$ cat config.mk
export PLATFORM = sky130hd
export DESIGN_NAME = pe_row_sequencer_flat
export DESIGN_NICKNAME = d
export VERILOG_FILES = /design/src/rtl/pe_row_sequencer_if.sv /design/src/rtl/pe_row_sequencer.sv /design/src/flat_wrapper.sv
export SDC_FILE = /design/constraint.sdc
export NUM_CORES = 1
export LEC_CHECK = 0
export ABC_AREA = 1
export BUFFER_PORTS_ARGS = -buffer_cell sky130_fd_sc_hd__buf_2
export CORE_MARGIN = 10
export CORE_UTILIZATION = 57
export CTS_CLUSTER_SIZE = 25
export DETAILED_ROUTE_END_ITERATION = 10
export PLACE_DENSITY = 0.84
export SLEW_MARGIN = 20
export SYNTH_ARGS = -nofsm -noshare
export SYNTH_HDL_FRONTEND = slang
export SYNTH_SLANG_ARGS = --single-unit
$ cat constraint.sdc
create_clock -name clk -period 2.2 [get_ports clk]
set_input_delay 0.33 -clock clk [delete_from_list [all_inputs] [get_ports clk]]
set_output_delay 0.33 -clock clk [all_outputs]
set_load 0.1 [all_outputs]
$ cat src/rtl/pe_row_sequencer_if.sv
// pe_row_sequencer_if
//   Handshake bundle between the PE row sequencer, the window-pixel source
//   and the score consumer.
//   Signals:
//     win_valid    source -> sequencer : window pixel available
//     win_ready    sequencer -> source : pixel accepted this cycle
//     result       sequencer -> sink   : captured score (ACC_W bits)
//     result_valid sequencer -> sink   : result held and valid
//     result_ready sink -> sequencer   : consumer accepts the result
//   Modports: master = sequencer side, slave = source/consumer side.
interface pe_row_sequencer_if #(
  parameter int ACC_W = 8
);
  logic             win_valid;
  logic             win_ready;
  logic [ACC_W-1:0] result;
  logic             result_valid;
  logic             result_ready;

  modport master (
    input  win_valid,
    input  result_ready,
    output win_ready,
    output result,
    output result_valid
  );

  modport slave (
    output win_valid,
    output result_ready,
    input  win_ready,
    input  result,
    input  result_valid
  );
endinterface

$ cat src/rtl/pe_row_sequencer.sv
// pe_row_sequencer
//   Control FSM for one template-match pass over a row of NUM_PE chained
//   processing elements: load descriptor, stream WIN_LEN window pixels,
//   drain the accumulator chain for NUM_PE cycles, then present the score.
//   Ports:
//     clk, rst             clock, asynchronous active-low reset
//     start, abort         begin a pass (IDLE only) / return to IDLE
//     bus (master)         win_valid/win_ready and result/result_valid/
//                          result_ready handshakes
//     load_desc/win/acc    strobes to every PE in the row
//     acc_in               accumulator output of the last PE
//     busy                 high in every state except IDLE
//     pass_cnt             completed (accepted) passes, wraps
//   Optional feature (macro SAD_THRESH_EN): adds thresh input, registered
//   match flag (acc_in <= thresh) and match_cnt of accepted matching results.
module pe_row_sequencer #(
  parameter int NUM_PE  = 4,
  parameter int WIN_LEN = 64,
  parameter int ACC_W   = 8,
  parameter int CNT_W   = 16
) (
  input  logic             clk,
  input  logic             rst,
  input  logic             start,
  input  logic             abort,
  pe_row_sequencer_if.master bus,
  output logic             load_desc,
  output logic             load_win,
  output logic             load_acc,
  input  logic [ACC_W-1:0] acc_in,
  output logic             busy,
  output logic [CNT_W-1:0] pass_cnt
`ifdef SAD_THRESH_EN
  ,
  input  logic [ACC_W-1:0] thresh,
  output logic             match,
  output logic [CNT_W-1:0] match_cnt
`endif
);

  localparam int PIX_W   = (WIN_LEN > 1) ? $clog2(WIN_LEN) : 1;
  localparam int DRAIN_W = (NUM_PE > 1) ? $clog2(NUM_PE) : 1;
  localparam logic [PIX_W-1:0]   PIX_LAST   = PIX_W'(WIN_LEN - 1);
  localparam logic [DRAIN_W-1:0] DRAIN_LAST = DRAIN_W'(NUM_PE - 1);

  typedef enum logic [2:0] {
    IDLE,
    LOAD,
    STREAM,
    DRAIN,
    RESULT
  } state_t;

  state_t state_q, state_d;
  logic [PIX_W-1:0]   pix_cnt_q;
  logic [DRAIN_W-1:0] drain_cnt_q;
  logic [ACC_W-1:0]   result_q;
  logic               win_ready_c;
  logic               result_valid_c;
  logic               xfer;

  assign bus.win_ready    = win_ready_c;
  assign bus.result_valid = result_valid_c;
  assign bus.result       = result_q;
  assign busy             = (state_q != IDLE);
  assign xfer             = bus.win_valid && win_ready_c;

  // Next-state and strobe decode. abort overrides every transition,
  // including a result acceptance in the same cycle.
  always_comb begin
    state_d        = state_q;
    load_desc      = 1'b0;
    load_win       = 1'b0;
    load_acc       = 1'b0;
    win_ready_c    = 1'b0;
    result_valid_c = 1'b0;
    case (state_q)
      IDLE: begin
        if (start) state_d = LOAD;
      end
      LOAD: begin
        load_desc = 1'b1;
        state_d   = STREAM;
      end
      STREAM: begin
        win_ready_c = 1'b1;
        load_win    = bus.win_valid;
        load_acc    = bus.win_valid;
        if (bus.win_valid && (pix_cnt_q == PIX_LAST)) state_d = DRAIN;
      end
      DRAIN: begin
        load_acc = 1'b1;
        if (drain_cnt_q == DRAIN_LAST) state_d = RESULT;
      end
      RESULT: begin
        result_valid_c = 1'b1;
        if (bus.result_ready) state_d = IDLE;
      end
      default: state_d = IDLE;
    endcase
    if (abort) state_d = IDLE;
  end

  // State, counters and the captured score. The score is taken from the
  // last PE on the final drain cycle, when the chain has fully shifted out.
  always_ff @(posedge clk or negedge rst) begin
    if (!rst) begin
      state_q     <= IDLE;
      pix_cnt_q   <= '0;
      drain_cnt_q <= '0;
      result_q    <= '0;
      pass_cnt    <= '0;
`ifdef SAD_THRESH_EN
      match       <= 1'b0;
      match_cnt   <= '0;
`endif
    end else begin
      state_q <= state_d;
      if (abort) begin
        pix_cnt_q   <= '0;
        drain_cnt_q <= '0;
      end else begin
        case (state_q)
          LOAD: begin
            pix_cnt_q   <= '0;
            drain_cnt_q <= '0;
          end
          STREAM: begin
            if (xfer) pix_cnt_q <= pix_cnt_q + 1'b1;
          end
          DRAIN: begin
            if (drain_cnt_q == DRAIN_LAST) begin
              drain_cnt_q <= '0;
              result_q    <= acc_in;
`ifdef SAD_THRESH_EN
              match       <= (acc_in <= thresh);
`endif
            end else begin
              drain_cnt_q <= drain_cnt_q + 1'b1;
            end
          end
          RESULT: begin
            if (bus.result_ready) begin
              pass_cnt <= pass_cnt + 1'b1;
`ifdef SAD_THRESH_EN
              if (match) match_cnt <= match_cnt + 1'b1;
`endif
            end
          end
          default: begin
          end
        endcase
      end
    end
  end

endmodule

$ cat src/flat_wrapper.sv
// flat-port wrapper written by rule: the top's interface ports become plain ports
module pe_row_sequencer_flat 
#(
  parameter int NUM_PE  = 4,
  parameter int WIN_LEN = 64,
  parameter int ACC_W   = 8,
  parameter int CNT_W   = 16
)
  (clk, rst, start, abort, load_desc, load_win, load_acc, acc_in, busy, pass_cnt, bus_win_valid, bus_result_ready, bus_win_ready, bus_result, bus_result_valid);
  pe_row_sequencer_if #(.ACC_W(ACC_W)) bus_i ();
  input  logic clk;
  input  logic rst;
  input  logic start;
  input  logic abort;
  output logic load_desc;
  output logic load_win;
  output logic load_acc;
  input  logic [ACC_W-1:0] acc_in;
  output logic busy;
  output logic [CNT_W-1:0] pass_cnt;
  input wire logic [$bits(bus_i.win_valid)-1:0] bus_win_valid;
  input wire logic [$bits(bus_i.result_ready)-1:0] bus_result_ready;
  output wire logic [$bits(bus_i.win_ready)-1:0] bus_win_ready;
  output wire logic [$bits(bus_i.result)-1:0] bus_result;
  output wire logic [$bits(bus_i.result_valid)-1:0] bus_result_valid;
  assign bus_i.win_valid = bus_win_valid;
  assign bus_i.result_ready = bus_result_ready;
  assign bus_win_ready = bus_i.win_ready;
  assign bus_result = bus_i.result;
  assign bus_result_valid = bus_i.result_valid;
  pe_row_sequencer #(.NUM_PE(NUM_PE), .WIN_LEN(WIN_LEN), .ACC_W(ACC_W), .CNT_W(CNT_W)) u_core (.clk(clk), .rst(rst), .start(start), .abort(abort), .bus(bus_i), .load_desc(load_desc), .load_win(load_win), .load_acc(load_acc), .acc_in(acc_in), .busy(busy), .pass_cnt(pass_cnt));
endmodule
## Yosys cells after proc, flatten, opt, wreduce, memory -nomap -nowiden

Cells that the tools add are included.

| word-level totals | value |
|---|---|
| flip-flop bits (word level) | 35 |
| input bits | 14 |
| output and inout port bits | 30 |
| logic and storage cells | 47 |

| operators by class | value |
|---|---|
| $add $sub $neg | 3 |
| equality and inequality tests | 11 |
| multiplexer cells | 17 |
| bitwise gates (word level) | 1 |
| reductions and logical operators | 10 |

Operator list:

| cell | number |
|---|---|
| $add 16x1->16 const B | 1 |
| $mux 3 | 5 |
| $pmux 3 s5 | 1 |
| $mux 6 | 2 |
| $pmux 6 s2 | 1 |
| $ne 3x2->1 const B | 3 |
| $reduce_bool 3->1 | 3 |
| $add 6x1->6 const B | 1 |
| $eq 3x2->1 const B | 2 |
| $eq 6x6->1 const B | 1 |
| $ne 3x3->1 const B | 2 |
| $reduce_and 3->1 | 2 |
| $mux 1 | 4 |
| $mux 2 | 2 |
| $pmux 2 s2 | 1 |
| $reduce_and 4->1 | 1 |
| $eq 3x1->1 const B | 1 |
| $eq 3x3->1 const B | 1 |
| $logic_not 3->1 | 1 |
| $add 2x1->2 const B | 1 |
| $eq 2x2->1 const B | 1 |
| $logic_and 1x1->1 | 2 |
| $pmux 1 s2 | 1 |
| $reduce_and 2->1 | 1 |
| $not 1->1 | 1 |

## Longest topological paths before layout

Gate-level depths: netlist of the first run.

| logic depth | value |
|---|---|
| depth in word-level cells | 6 |
| gate-level depth with buffers | 9 |
| mapped depth without buffers | 9 |

## Worst setup path before layout of the first run

OpenSTA, ideal clock, no wires.

| timing | value |
|---|---|
| path kind | register -> register |
| start point | reg u_core.state_q[0] |
| end point | reg u_core.state_q[0] |
| setup time | 118 ps |
| arrival | 3072 ps |
| required time | 2082 ps |
| slack | -989 ps |
| stages on the path, launching flop included | 7 |
| buffers on the path | 0 |
| period minus slack after synthesis | 3189 ps |
| cells stage by stage | dfrtp_1 -> nor3_1 -> nand2_1 -> nand2_1 -> nor2_1 -> nand2_1 -> nand2_1 |

| on the way | value |
|---|---|
| word-level cells in the longest chain between the ends | 3 |
| elaborated cells on any way between the ends | 12 |
| classes of those cells | eq/ne (8); mux (2); reduce/logical (2) |

Ends and longest elaborated chain:

| what | line | RTL |
|---|---|---|
| start: declaration | pe_row_sequencer.sv:54 | `state_t state_q, state_d;` |
| start signal: assignment | pe_row_sequencer.sv:118 | `state_q <= state_d;` |
| $eq 3x3->1 (tied with other cells) | pe_row_sequencer.sv:77 | `case (state_q)` |
| $pmux 3 s5 (tied with other cells) | pe_row_sequencer.sv:77 |  |
| $mux 3 / $reduce_and 4->1 (equally long branches) | -- |  |

Several ways; a longest one is shown, not always the timed one.
A chain may end at the register's enable or synchronous reset.

## Worst setup path after layout of the first run

| timing | value |
|---|---|
| start point | reg u_core.state_q[0] |
| end point | out load_acc |

| on the way | value |
|---|---|
| word-level cells in the longest chain between the ends | 2 |
| elaborated cells on any way between the ends | 3 |
| classes of those cells | eq/ne (2); mux (1) |

Ends and longest elaborated chain:

| what | line | RTL |
|---|---|---|
| $eq 3x2->1 | pe_row_sequencer.sv:77 |  |
| $pmux 1 s2 * | pe_row_sequencer.sv:77 |  |
| end: declaration | flat_wrapper.sv:17 | `output logic load_acc;` |

Mark *: on every way between the ends. The rest lies on a longest branch, timed or not.

==> summary.txt, run 1 <==
Setup path
  • Worst path bufs/invs: 1
  • Critical Path AT: 1690 ps
  • CP cell instances: nor2_2 -> nand2_1 -> o21ai_2 -> buf_2
  • CP Capture Type: output pin
  • R2R cell count: 7
  • Worst setup startpoint: u_core.state_q[0]
  • Crit path depth: 4
  • Kind of critical path: reg2out
  • Worst reg-to-reg setup slack: 670 ps
  • CP delay by family, top: flip-flops
  • Worst flop-to-flop path startpoint: u_core.state_q[2]
  • CP peak stage delay: 470 ps
  • Req. time, crit path: 1870 ps
  • Setup crit start kind: register
  • CP max-delay cell: dfrtp_1
  • CP Max Fanout: 7
  • R2R Path End: u_core.bus.result[7]

Yosys
  • Post-Synthesis Cell Area: 1860 µm²
  • Area contributors post-synth: dfrtp_1, nand2_1, nand3_1
  • #FFs+latches synth: 35
  • Syn avg cell area: 7.58 µm²
  • Synth top area share: 0.472
  • Syn Nets: 262
  • Yosys top cell by area: dfrtp_1
  • Post-synthesis cell count: 245
  • Synth cell types: 22
  • Seq/Total Area, Yosys: 0.472
  • Yosys warnings: 0

Clock network
  • Num CTS Buffers: 5
  • Clk slew on worst S/H paths: 110 ps
  • Clk sinks: 35
  • Hold-fix buffers, CTS: 0
  • Max Root-Sink Buffers: 2
  • Root Driver: clkbuf_4
  • CTS-repair resized insts: 0
  • Worst skew pair latency: 330 ps
  • Max H-tree Level: 2
  • Post-CTS setup buffer count: 0
  • CTS tree: done

Drt
  • First drt pass iteration count: 4
  • Vias per cell: 5.00
  • WL per Instance: 12.1 µm
  • Antenna Nets Post-Route: 0
  • WL final: 4090 µm
  • Residual DRC count: 0
  • Iter 0 DRT Violations: 95
  • Total number of vias: 1,696

Layout
  • Layout fillers: 272
  • Area growth syn-to-layout: 18.0%
  • Share of cells above drive strength 1: 0.227
  • Commonest non-fill, non-tap cell in the layout: nand2_1
  • Most frequent cells in the layout: nand2_1, buf_2, dfrtp_1
  • Final nets: 311
  • Diodes inserted: 0
  • Core Util, Final: 0.712
  • Post-Layout Cell Count: 339

Floorplan
  • Die H: 77.1 µm
  • Die Area: 5940 µm²
  • Chip Width: 77.1 µm
  • Core ar.: 3080 µm²
  • Rows: 20
  • I/O pin count: 44
  • Initial Utilization: 0.603

Placement
  • HPWL after detailed placement: 3150 µm
  • Port bufs: 43
  • GP Congestion: 0.885
  • Placed Instances: 331

Power
  • IR drop worst, VDD: 1210 µV
  • Static leakage: 1.24 nW
  • Power Dens Cells: 709 nW/µm²

Timing
  • Tightest Pin Transition: 763 ps
  • Max Clk Rate: 0.495 GHz
  • Period utilization: 0.919
  • Fin Hold WS: 58.4 ps
  • Final Setup Violations: 0
  • Minimum clock period: 2020 ps
  • Clk_skew: 12.6 ps
  • Final hold vios: 0
  • Rel. slew slack: 0.492
  • Setup tns final: 0 ps
  • RSZ-0062 raised after global routing: false
  • Slew Viols, Final: 0

Run status
  • Run status: complete, no violations

GRT
  • Pin count of the biggest net entering global routing: 36
  • Vias in the first global route: 1,578
  • All-Layer GR Usage: 0.139
  • First-pass GRT wire length: 6890 µm
  • Antenna violations before repair: 0
  • GRT Residual Overflow: 0

Job
  • Max_cap viols: 0

Min path
  • Worst hold path type: in2async
-- report_power, final --
group / internal (mW) / switching [mW]
Combinational: 0.0888 / 0.421
Sequential: 0.666 / 0.0395
Clock: 0.123 / 0.214
-- layer usage --
layer / part of all wire / global-route usage / up-vias
met5: 0 / 0 / -
met4: 0.0059 / 0.0456 / 0
met3: 0.088 / 0.0664 / 2
met2: 0.45 / 0.222 / 51
met1: 0.45 / 0.159 / 764
li1: - / - / 879
-- state kept, by name, indices dropped and copies added, names as in the netlist --
register / cells
u_core.pix_cnt_q: 6
u_core.drain_cnt_q: 2
u_core.pass_cnt: 16
u_core.bus.result: 8
u_core.state_q: 3
-- through the flow --
| stage | total power, mW | worst slack [ps] | area (µm²) |
|---|---|---|---|
| floorplan | 1.12 | -44.8 | 1870 |
| global placement | 1.21 | 550 | 2130 |
| detailed placement | 1.22 | 494 | 2130 |
| CTS | 1.56 | 110 | 2190 |
| global route | 1.64 | 82.5 | 2190 |
| finish | 1.55 | 179 | 2190 |
-- worst max path at each step --
stage                        end
6_report                load_acc
5_1_grt            bus_win_ready
4_1_cts            bus_win_ready
3_5_place_dp       bus_win_ready
3_3_place_gp       bus_win_ready
2_1_floorplan  u_core.state_q[0]
-- cell families (layout without fill, tap and decap cells) --
group           after synthesis  after routing  share of synthesized area
flops                        35             35                      0.472
compound gates               13             13                     0.0371
xor+xnor                      7              7                     0.0330
fa+ha+maj                     3              3                     0.0202
simple gates                157            157                      0.373
buf+inv                      30             80                     0.0647
-- layout make-up --
cell class,instances,area [µm²],area share
Sequential cell,35,876,0.400
Multi-Input combinational cell,180,872,0.398
Timing Repair Buffer,45,233,0.106
Inverter,27,101,0.0463
Tap cell,44,55.1,0.0251
Clock buffer,6,41.3,0.0188
Clock inverter,2,12.5,0.00571
-- cells in the mapped netlist --
cell type	number
nand2_1	88
dfrtp_1	35
inv_1	26
nand3_1	21
nor2_1	21
nand4_1	11
o21ai_0	9
nor2_2	6
xor2_1	5
a21oi_1	3
ha_1	3
nor3_1	3
buf_4	2
nand2_2	2
nand3b_1	2
xnor2_1	2
a22o_1	1
clkbuf_1	1
inv_2	1
nand4_2	1
nor2_4	1
or2_2	1
Note: power is estimated with default switching activity, not from simulation.
==> run 2, diff against run 1 <==
--- a/config.mk
+++ b/config.mk
@@ -7,12 +7,12 @@
 export LEC_CHECK = 0
 export ABC_AREA = 1
 export BUFFER_PORTS_ARGS = -buffer_cell sky130_fd_sc_hd__buf_2
-export CORE_MARGIN = 10
+export CORE_MARGIN = 2
 export CORE_UTILIZATION = 57
 export CTS_CLUSTER_SIZE = 25
 export DETAILED_ROUTE_END_ITERATION = 10
 export PLACE_DENSITY = 0.84
-export SLEW_MARGIN = 20
+export SLEW_MARGIN = 25
 export SYNTH_ARGS = -nofsm -noshare
 export SYNTH_HDL_FRONTEND = slang
 export SYNTH_SLANG_ARGS = --single-unit
==> constraint.sdc (replaced) <==
create_clock -name clk -period 2.45 [get_ports clk]
set_input_delay 0.3675 -clock clk [delete_from_list [all_inputs] [get_ports clk]]
set_output_delay 0.3675 -clock clk [all_outputs]
set_load 0.1 [all_outputs]
==> run 2 against run 1 <==
  * Via count up 2.5%
  * Register-to-register slack better by 80 ps
  * First-iteration DRC count down 27%
  * Die area down 37%
  * Hold slack better by 29 ps
  * Largest power group unchanged
==> summary.txt, run 2 (synthesis results as in run 1) <==
Timing
  • Final Setup Violations: 0 (unchanged)
  • Fin Hold WS: 87.1 ps (+28.7 ps)
  • Slew Viols, Final: 0 (unchanged)
  • Max Clk Rate: 0.478 GHz
  • Rel. slew slack: 0.499 (+0.00702)
  • Period utilization: 0.853
  • Minimum clock period: 2090 ps
  • RSZ-0062 raised after global routing: false
  • Setup slack after layout: 359 ps (+180 ps)
  • Tightest Pin Transition: 752 ps (-10.5 ps)
  • Final hold vios: 0 (unchanged)
  • Clk_skew: 9.67 ps (-2.92 ps)
  • Setup tns final: 0 ps (unchanged)

Floorplan
  • Die Area: 3730 µm² (-37%)
  • I/O pin count: 44 (unchanged)
  • Die H: 61.1 µm (-21%)
  • Rows: 20 (unchanged)
  • Initial Utilization: 0.603 (unchanged)
  • Chip Width: 61.1 µm (-21%)
  • Core ar.: 3080 µm² (unchanged)

Setup path
  • Req. time, crit path: 2080 ps (+210 ps)
  • Critical Path AT: 1720 ps (+30 ps)
  • Setup crit start kind: register
  • R2R Path End: u_core.pass_cnt[15]
  • Worst setup startpoint: u_core.state_q[0]
  • CP Max Fanout: 7 (unchanged)
  • R2R cell count: 6 (-1)
  • CP Capture Type: output pin
  • Worst reg-to-reg setup slack: 750 ps (+80 ps)
  • Worst flop-to-flop path startpoint: u_core.state_q[1]
  • Kind of critical path: reg2out

Drt
  • WL per Instance: 11.5 µm (-4.4%)
  • Vias per cell: 5.14 (+2.8%)
  • First drt pass iteration count: 4 (unchanged)
  • WL final: 3900 µm (-4.7%)
  • Total number of vias: 1,739 (+2.5%)
  • Iter 0 DRT Violations: 69 (-27%)
  • Residual DRC count: 0 (unchanged)
  • Antenna Nets Post-Route: 0 (unchanged)

Power
  • Static leakage: 1.24 nW (+0.40%)
  • Power Dens Cells: 653 nW/µm² (-7.9%)
  • Power, Total: 1.43 mW (-8.0%)
  • IR drop worst, VDD: 436 µV (-64%)

Layout
  • Final nets: 310 (-0.32%)
  • Commonest non-fill, non-tap cell in the layout: nand2_1
  • Layout fillers: 255 (-6.3%)
  • Most frequent cells in the layout: nand2_1, buf_2, dfrtp_1
  • Post-Layout Cell Count: 338 (-0.29%)
  • Diodes inserted: 0 (unchanged)
  • Core Util, Final: 0.711 (about the same)
  • Max reg flops: 16 (unchanged)
  • Post-route cell area: 2190 µm² (about the same)
  • Share of cells above drive strength 1: 0.218 (-0.00943)
  • Area growth syn-to-layout: 17.9% (about the same)
  • Top reg by flops: u_core.pass_cnt

Clock network
  • Max H-tree Level: 2 (unchanged)
  • Worst skew pair latency: 330 ps (about the same)
  • Max Root-Sink Buffers: 2 (unchanged)
  • Hold-fix buffers, CTS: 0 (unchanged)
  • Post-CTS setup buffer count: 0 (unchanged)
  • CTS tree: done
  • CTS-repair resized insts: 0 (unchanged)
  • Clk slew on worst S/H paths: 100 ps (about the same)
  • Root Driver: clkbuf_4
  • Clk sinks: 35 (unchanged)
  • Num CTS Buffers: 5 (unchanged)

GRT
  • GRT Residual Overflow: 0 (unchanged)
  • Vias in the first global route: 1,605 (+1.7%)
  • Pin count of the biggest net entering global routing: 36 (unchanged)
  • Antenna violations before repair: 0 (unchanged)
  • All-Layer GR Usage: 0.238 (+0.0994)
  • First-pass GRT wire length: 6580 µm (-4.4%)

Min path
  • Worst hold path type: in2async

Placement
  • HPWL after detailed placement: 2860 µm (-9.0%)
  • GP Congestion: 0.884 (about the same)
  • DP Area: 2120 µm² (-0.65%)
  • Port bufs: 43 (unchanged)
  • Pre-CTS setup slack: 690 ps (+196 ps)
  • Placed Instances: 330 (-0.30%)

Job
  • Max_cap viols: 0 (unchanged)

Run status
  • Run status: complete, no violations
-- run 2: per-layer routing --
metal | vias up | global-route usage | part of all wire
met3 | 4 | 0.0714 | 0.061
li1 | 874 | - | -
met5 | - | 0 | 0
met1 | 808 | 0.305 | 0.45
met2 | 53 | 0.383 | 0.48
met4 | 0 | 0.0870 | 0.0090
-- run 2: power by group --
group | total, mW | internal [mW] | leakage (nW) | switching [mW]
registers | 0.634 | 0.598 | 0.486 | 0.0358
logic | 0.446 | 0.0755 | 0.717 | 0.371
clock network | 0.349 | 0.169 | 0.0386 | 0.181
-- run 2: critical path: stages, from the launching register on --
cell and delay (ps):
dfrtp_1 470, nor2_2 160, nand2_1 130, inv_1 180
buf_2 460
-- run 2: worst max-delay path by stage --
stage	cells past startpoint	endpoint	slack (ps)
6_report	4	bus_win_ready	360
5_1_grt	4	bus_win_ready	220
4_1_cts	4	bus_win_ready	370
3_5_place_dp	7	u_core.pass_cnt[15]	690
3_3_place_gp	7	u_core.pass_cnt[15]	760
2_1_floorplan	3	load_acc	50
-- run 2: final cells by class --
class / instances / area (µm²) / area share
repair buffers: 44 / 223 / 0.102
inverters: 27 / 101 / 0.0463
well taps: 44 / 55.1 / 0.0251
flip-flops and latches: 35 / 876 / 0.400
clock buffers: 8 / 68.8 / 0.0314
multi-input cells: 180 / 866 / 0.395
==> run 3, diff against run 2 <==
--- a/config.mk
+++ b/config.mk
@@ -12,6 +12,8 @@
 export CTS_CLUSTER_SIZE = 25
 export DETAILED_ROUTE_END_ITERATION = 10
 export PLACE_DENSITY = 0.84
+export RECOVER_POWER = 50
+export REMOVE_ABC_BUFFERS = 1
 export SLEW_MARGIN = 25
 export SYNTH_ARGS = -nofsm -noshare
 export SYNTH_HDL_FRONTEND = slang
==> run 3 against run 2 <==
  * The run now ends with max-capacitance violations, max-slew violations left
  * Global-route usage decreased by 1.3 points
  * Clock power decreased by 13%
  * Critical path depth unchanged
  * Critical path type unchanged
==> summary.txt, run 3 (synthesis results as in run 1) <==
Layout
  • Final nets: 310 (unchanged)
  • Sequential cell area: 876 µm² (unchanged)
  • Most frequent cells in the layout: nand2_1, buf_2, dfrtp_1
  • Top reg by flops: u_core.pass_cnt
  • Post-route cell area: 2150 µm² (-1.8%)
  • Multi-input logic area: 847 µm² (-2.2%)
  • Max reg flops: 16 (unchanged)
  • Diodes inserted: 0 (unchanged)
  • Layout fillers: 276 (+8.2%)
  • Commonest non-fill, non-tap cell in the layout: nand2_1
  • Share of cells above drive strength 1: 0.194 (-0.0238)
  • Core Util, Final: 0.699 (-0.0126)
  • Area growth syn-to-layout: 15.8%

Setup path
  • Worst flop-to-flop path startpoint: u_core.state_q[1]
  • Req. time, crit path: 2080 ps (about the same)
  • R2R Path End: u_core.pass_cnt[15]
  • CP Max Fanout: 7 (unchanged)
  • R2R cell count: 6 (unchanged)
  • Worst reg-to-reg setup slack: 510 ps (-240 ps)
  • CP max-delay cell: dfrtp_1
  • Kind of critical path: reg2out
  • Worst setup startpoint: u_core.state_q[0]
  • CP peak stage delay: 460 ps (about the same)
  • Worst path bufs/invs: 2 (unchanged)
  • CP cell instances: nor2_1 -> nand2_1 -> inv_1 -> buf_2
  • Critical Path AT: 1750 ps (+30 ps)
  • CP Capture Type: output pin
  • CP delay by family, top: buffers and inverters
  • Setup crit start kind: register

Power
  • Sw Pwr: 592 µW (+0.79%)
  • Static leakage: 1.22 nW (-2.1%)
  • Clock power frac: 0.222 (-0.022)
  • Comb power frac: 0.318 (+0.006)
  • Power, Total: 1.37 mW (-4.1%)
  • Sequential power share: 0.461 (+0.018)
  • Power Dens Cells: 638 nW/µm² (-2.3%)
  • Sw Ratio: 0.431 (+0.0208)
  • IR drop worst, VDD: 895 µV (+110%)
  • Internal Power: 780 µW (-7.4%)

Clock network
  • Hold-fix buffers, CTS: 0 (unchanged)
  • Clk sinks: 35 (unchanged)
  • Post-CTS setup buffer count: 0 (unchanged)
  • CTS tree: done
  • Max H-tree Level: 2 (unchanged)
  • Root Driver: clkbuf_4
  • Max Root-Sink Buffers: 2 (unchanged)
  • Clk slew on worst S/H paths: 110 ps (about the same)
  • Worst skew pair latency: 340 ps (about the same)
  • Num CTS Buffers: 5 (unchanged)
  • CTS-repair resized insts: 0 (unchanged)

Floorplan
  • Die H: 61.1 µm (unchanged)
  • I/O pin count: 44 (unchanged)
  • Rows: 20 (unchanged)
  • Core ar.: 3080 µm² (unchanged)
  • Chip Width: 61.1 µm (unchanged)
  • Initial Utilization: 0.603 (unchanged)
  • Die Area: 3730 µm² (unchanged)

Run status
  • Run status: finished, violations left
  • Violated checks: max-capacitance violations, max-slew violations

Timing
  • Final hold vios: 0 (unchanged)
  • Max Clk Rate: 0.473 GHz (-1.2%)
  • Period utilization: 0.864 (+0.0101)
  • Clk_skew: 9.95 ps (+0.281 ps)
  • Tightest Pin Transition: 1780 ps (+1030 ps)
  • RSZ-0062 raised after global routing: false
  • Final Setup Violations: 0 (unchanged)
  • Minimum clock period: 2120 ps (+24.8 ps)
  • Rel. slew slack: -0.185 (-0.683)
  • Setup tns final: 0 ps (unchanged)
  • Slew Viols, Final: 36 (+36)

GRT
  • Vias in the first global route: 1,497 (-6.7%)
  • All-Layer GR Usage: 0.225 (-0.0133)
  • Pin count of the biggest net entering global routing: 36 (unchanged)
  • First-pass GRT wire length: 6220 µm (-5.5%)
  • Antenna violations before repair: 0 (unchanged)
  • GRT Residual Overflow: 0 (unchanged)

Min path
  • Hold Path Depth: 3
  • Hold path start: acc_in[0]
  • Worst hold path type: in2reg
  • Hold EP: u_core.bus.result[0]

Drt
  • Iter 0 DRT Violations: 105 (+52%)
  • WL per Instance: 10.7 µm (-6.8%)
  • Residual DRC count: 0 (unchanged)
  • First drt pass iteration count: 4 (unchanged)
  • WL final: 3630 µm (-6.8%)
  • Total number of vias: 1,704 (-2.0%)
  • Vias per cell: 5.04 (-2.0%)
  • Antenna Nets Post-Route: 0 (unchanged)

Placement
  • Port bufs: 43 (unchanged)
  • HPWL after detailed placement: 2730 µm (-4.5%)
  • DP Area: 2120 µm² (-0.24%)
  • GP Congestion: 0.900 (+1.8%)

Job
  • Max_cap viols: 1 (+1)
-- run 3: per-stage QoR --
stage               setup slack [ps]  instances  hold slack [ps]
floorplan                       -739        242             71.9
global placement                 779        330              453
detailed placement               705        330              457
CTS                              384        338              108
global route                     204        338              247
finish                           334        338              250
-- run 3: layer usage --
layer  part of all wire  vias up  track usage
li1                   -      874            -
met1               0.45      776        0.307
met2               0.47       48        0.353
met3              0.061        6       0.0609
met4              0.012        0       0.0652
met5                  0        -            0
-- run 3: power groups by stage --
stage                     combinational [mW]  sequential [mW]  clock (mW)
after floorplan                        0.362            0.636           0
after global placement                 0.443            0.641           0
after detailed placement               0.445            0.642           0
after CTS                              0.446            0.632       0.314
after global routing                   0.468            0.637       0.340
final                                  0.435            0.632       0.304
-- run 3: final cells by class --
type                       count  area share
sequential                    35       0.407
multi-input combinational    180       0.394
timing repair buffer          44       0.101
inverter                      27      0.0471
tap                           44      0.0256
clock buffer                   6      0.0192
clock inverter                 2     0.00582
-- run 3: how the worst max path moves through the flow --
| stage | end | slack, ps | depth (start not counted) |
|---|---|---|---|
| after floorplan | u_core.state_q[0] | -740 | 6 |
| after global placement | bus_win_ready | 780 | 4 |
| after detailed placement | u_core.pass_cnt[15] | 700 | 7 |
| after CTS | bus_win_ready | 380 | 4 |
| after global routing | bus_win_ready | 200 | 4 |
| final | bus_win_ready | 330 | 4 |
-- run 3: worst min-delay path, stage by stage --
cell and delay (ps):
buf_2 70, nand3_1 60, nand2_1 60
